File: config.mk
export PLATFORM = sky130hd
export DESIGN_NAME = bcd_seg_scan
export DESIGN_NICKNAME = d
export VERILOG_FILES = /design/src/rtl/bcd_seg_scan_pkg.sv /design/src/rtl/bcd_to_seg7.sv /design/src/rtl/bcd_seg_scan.sv
export SDC_FILE = /design/constraint.sdc
export NUM_CORES = 1
export LEC_CHECK = 0
export ABC_AREA = 1
export CORE_AREA = 2 2 102 104
export DETAILED_ROUTE_END_ITERATION = 6
export DIE_AREA = 0 0 104 106
export PLACE_DENSITY = 0.58
export SLEW_MARGIN = 0
export SYNTH_ARGS = -nofsm -noshare
export SYNTH_HDL_FRONTEND = slang
export SYNTH_SLANG_ARGS = --single-unit
File: constraint.sdc
create_clock -name clk -period 4.2 [get_ports clk]
set_clock_uncertainty 0.1 [all_clocks]
set_input_delay 1.26 -clock clk [delete_from_list [all_inputs] [get_ports clk]]
set_output_delay 1.26 -clock clk [all_outputs]
set_load 0.1 [all_outputs]
File: src/rtl/bcd_seg_scan_pkg.sv
// Shared constants for the BCD 7-segment scanner: active-low segment patterns
// ordered {g,f,e,d,c,b,a} and the all-anodes-off value.
package bcd_seg_scan_pkg;

   localparam logic [6:0] SEG_0    = 7'b1000000;
   localparam logic [6:0] SEG_1    = 7'b1111001;
   localparam logic [6:0] SEG_2    = 7'b0100100;
   localparam logic [6:0] SEG_3    = 7'b0110000;
   localparam logic [6:0] SEG_4    = 7'b0011001;
   localparam logic [6:0] SEG_5    = 7'b0010010;
   localparam logic [6:0] SEG_6    = 7'b0000010;
   localparam logic [6:0] SEG_7    = 7'b1111000;
   localparam logic [6:0] SEG_8    = 7'b0000000;
   localparam logic [6:0] SEG_9    = 7'b0010000;
   localparam logic [6:0] SEG_DASH = 7'b0111111;
   localparam logic [6:0] SEG_OFF  = 7'b1111111;

   localparam logic [3:0] AN_OFF   = 4'b1111;

endpackage

File: src/rtl/bcd_to_seg7.sv
// Combinational BCD to active-low 7-segment decoder; codes above 9 show a dash.
module bcd_to_seg7
   import bcd_seg_scan_pkg::*;
(
   input  logic [3:0] bcd,
   output logic [6:0] seg
);

   // Table lookup, dash for any non-decimal code
   always_comb begin
      seg = SEG_DASH;
      case (bcd)
         4'd0:    seg = SEG_0;
         4'd1:    seg = SEG_1;
         4'd2:    seg = SEG_2;
         4'd3:    seg = SEG_3;
         4'd4:    seg = SEG_4;
         4'd5:    seg = SEG_5;
         4'd6:    seg = SEG_6;
         4'd7:    seg = SEG_7;
         4'd8:    seg = SEG_8;
         4'd9:    seg = SEG_9;
         default: seg = SEG_DASH;
      endcase
   end

endmodule

File: src/rtl/bcd_seg_scan.sv
// Four-digit common-anode 7-segment scanner with a refresh divider,
// frame-synchronous double buffering, leading-zero blanking and dash for
// invalid digits. All display outputs are registered (one cycle behind idx).
module bcd_seg_scan
   import bcd_seg_scan_pkg::*;
#(
   parameter int unsigned CLK_DIV  = 50000,
   parameter bit          BLANK_LZ = 1'b1
) (
   input  logic        clk,
   input  logic        rst_n,
   input  logic [15:0] din,
   input  logic        load,
   input  logic [3:0]  dp_en,
   output logic [3:0]  an,
   output logic [6:0]  seg,
   output logic        dp,
   output logic        frame_tick
);

   localparam int unsigned    DIV_W    = (CLK_DIV > 1) ? $clog2(CLK_DIV) : 1;
   localparam logic [DIV_W-1:0] DIV_LAST = DIV_W'(CLK_DIV - 1);

   logic [DIV_W-1:0] div_q;
   logic [1:0]       idx_q;
   logic [15:0]      pend_q;
   logic [3:0]       pend_dp_q;
   logic [15:0]      disp_q;
   logic [3:0]       disp_dp_q;

   logic             slot_end;
   logic             frame_end;
   logic [3:0]       blank;
   logic [3:0]       cur_digit;
   logic [6:0]       cur_seg;

   assign slot_end  = (div_q == DIV_LAST);
   assign frame_end = slot_end && (idx_q == 2'd3);
   assign cur_digit = disp_q[{idx_q, 2'b00} +: 4];

   // Leading-zero blanking: a digit blanks only if it and every digit to its left is zero
   always_comb begin
      blank = 4'b0000;
      if (BLANK_LZ) begin
         blank[3] = (disp_q[15:12] == 4'd0);
         blank[2] = blank[3] && (disp_q[11:8] == 4'd0);
         blank[1] = blank[2] && (disp_q[7:4] == 4'd0);
      end
   end

   bcd_to_seg7 u_dec (
      .bcd (cur_digit),
      .seg (cur_seg)
   );

   // Refresh divider and digit index
   always_ff @(posedge clk or negedge rst_n) begin
      if (!rst_n) begin
         div_q <= '0;
         idx_q <= 2'd0;
      end else if (slot_end) begin
         div_q <= '0;
         idx_q <= idx_q + 2'd1;
      end else begin
         div_q <= div_q + 1'b1;
      end
   end

   // Double buffer: loads land in pending; display copies pending only at frame end,
   // so a load on the boundary edge appears one frame later
   always_ff @(posedge clk or negedge rst_n) begin
      if (!rst_n) begin
         pend_q    <= 16'h0000;
         pend_dp_q <= 4'b0000;
         disp_q    <= 16'h0000;
         disp_dp_q <= 4'b0000;
      end else begin
         if (load) begin
            pend_q    <= din;
            pend_dp_q <= dp_en;
         end
         if (frame_end) begin
            disp_q    <= pend_q;
            disp_dp_q <= pend_dp_q;
         end
      end
   end

   // Registered display outputs and frame pulse
   always_ff @(posedge clk or negedge rst_n) begin
      if (!rst_n) begin
         an         <= AN_OFF;
         seg        <= SEG_OFF;
         dp         <= 1'b1;
         frame_tick <= 1'b0;
      end else begin
         frame_tick <= frame_end;
         if (blank[idx_q]) begin
            an  <= AN_OFF;
            seg <= SEG_OFF;
            dp  <= 1'b1;
         end else begin
            an  <= ~(4'b0001 << idx_q);
            seg <= cur_seg;
            dp  <= ~disp_dp_q[idx_q];
         end
      end
   end

endmodule

==> run metrics <==
outcome completed; area share of xor/xnor cells in the synthesized design 0.0206; mapped cell area 3400 µm²; Hold Crit Depth 2; CTS tree built; first-pass GRT wire length 11.3 mm; routing usage on met3 0.0349; post-synth top area share 0.435; post-DR vias/cell 4.57; Synth Area in Compound Gates 0.0151; commonest non-fill, non-tap cell in the layout nand2_1; first-pass iteration count of the detailed router 4; Synth Area in Simple Gates 0.266; Worst Hold Launch disp_q[7]; clock-pin slew of the registers on the worst-case setup and hold paths 0.07 ns; Worst Setup SP frame_tick; Routed WL 6.37 mm; most frequent cells in the layout 97 x nand2_1, 59 x dfrtp_1, 31 x nor2_1; die width 104 µm; Gate Count Post-Synth 361; initial antenna violation count 0; Resized cells post-CTS 0; DR iter-0 viols 109; RR Endpoint seg[5]; Post-Synth Adder-Cell Area 0.0405; multiplexer share of the synthesized area 0.0663; GRT busiest layer met2; H-tree depth 3; total gr overflow 0; share of cells above drive strength 1 0.200; Final GP Congestion 0.834; total power 0.00131 W; quantity of hold-fixing buffers added after cts 0; register area share after synthesis 0.528; remaining antenna violation count after routing 0; Unique masters post-synth 28; fin crit share 0.751; RSZ-0062 raised after global routing no; cell taking the most area after synthesis dfrtp_1; clock root cell clkbuf_8; Max VDD drop 0.000182 V; Post-CTS Repair Setup Buffers 0; Power Dens Cells 328 nW/µm²; Worst setup EP type output port; peak fanout along the critical path 1; Min Clock Period, post-route 3.16 ns; Crit-path slowest cell clkdlybuf4s50_1; Ports 36; FMAX 317 MHz; Critical Path RT 2.84 ns; slew margin rel. 0.356; DRC 0; MaxCap Viol Count 0; worst path cell trace clkdlybuf4s50_1; starting density of the core 0.340; TritonCTS Sinks 71; vias in the first global route 2,419; Fin. Hold Viols 0; Buf/Inv on CP 1; syn_nets 395; core area 10000 µm²; crit start category flop; yosys warns 0; P&R area growth vs syn 17.9%; FILL cells 1,057; crit path kind reg -> out; HPWL after DPL 4.57 mm; leakage 1.94 nW; clk buf depth 2; GR Util met1 0.158; cell family with most CP delay buffers and inverters; pin count of the biggest net entering global routing 59; cell row count 37; Hold Path Class reg -> reg; total track usage 0.129; Syn Area/Cell 9.41 µm²; largest family of logic cells by synthesized area simple AND/OR/NAND/NOR gates; IO Port Bufs 35; setup violators final 0; Die Footprint 11,000 µm²; Num CTS Buffers 9; Die H 106 µm; Worst EP arrival 1.80 ns; post-synthesis register bit count 71; met2 Use GR 0.208; Slew @ Worst Pin 0.963 ns; largest cells by area after synthesis dfrtp_1 43%, nand2_1 11%, dfstp_2 9.3%, mux2_2 6.6%, nand3_1 4.3%; Worst path max stage delay 1.12 ns; Hold EP disp_q[7]; via count 2,454; RR Startpoint idx_q[0]; r2r setup slk 2.05 ns; routed length per instance 11.9 µm; Worst-Skew Late Latency 0.36 ns; number of inserted diodes 0; Slew Limit Fails 0; Layout Nets 430; R2R cell count 10; Setup TNS 0 ns
-- kinds of logic after synthesis --
logic type / after synthesis
simple gates: 196
flops: 71
buf+inv: 45
mux: 20
fa+ha+maj: 11
compound gates: 10
xor+xnor: 8
-- sequential cells by signal, summed over array words and instances (netlist names) --
name and count:
pend_dp_q 4, an 4, seg 7, dp 1
frame_tick 1, idx_q 2, disp_q 16, disp_dp_q 4
pend_q 16, div_q 16
-- worst max path at each step --
| stage | slack, ns | cells past startpoint | end |
|---|---|---|---|
| after global routing | 0.99 | 1 | frame_tick |
| after floorplan | 1.96 | 0 | frame_tick |
| after detailed placement | 1.23 | 2 | pend_q[2] |
| after CTS | 1.02 | 1 | frame_tick |
| after global placement | 1.28 | 2 | pend_q[10] |
| final | 1.04 | 1 | frame_tick |
-- cell type report --
type                            count  area, µm²  area share
Sequential cell                    71       1790       0.448
Clock inverter                      1       8.76     0.00219
Tap cell                          136        170      0.0425
Timing Repair Buffer               36        323      0.0806
Multi-Input combinational cell    245       1390       0.347
Clock buffer                       15        196      0.0491
Inverter                           33        125      0.0313
-- metrics by stage --
stage / area [µm²] / hold slack, ns / cells / utilization / setup slack [ns]
2_1_floorplan: 3400 / 0.329 / 361 / - / 1.96
3_3_place_gp: 3800 / 0.359 / 521 / 0.380 / 1.28
3_5_place_dp: 3800 / 0.360 / 521 / 0.380 / 1.23
4_1_cts: 4000 / 0.377 / 537 / 0.400 / 1.02
5_1_grt: 4000 / 0.403 / 537 / 0.400 / 0.989
6_report: 4000 / 0.373 / 537 / 0.400 / 1.04
-- where the power goes --
part           leakage, nW  internal, W  switching (W)
clock network        0.106     0.000297       0.000246
logic                0.949    0.0000347      0.0000227
registers            0.889     0.000703      0.0000103
-- synth_stat cells (all sizes together) --
master / instances
nand2: 102
dfrtp: 59
nand3: 34
nor2: 34
inv: 32
nand4: 22
mux2: 20
dfstp: 12
ha: 11
buf: 10
xor2: 8
o21ai: 6
a21oi: 3
clkbuf: 2
nor3: 2
clkinv: 1
nand3b: 1
o22ai: 1
or2: 1
-- layer usage --
metal,routed length [µm],part of all wire,vias to the layer above
li1,-,-,1244
met1,3030,0.48,1157
met2,2980,0.47,41
met3,214,0.034,12
met4,148,0.023,0
met5,0,0,-
(Power assumes the default switching activity.)
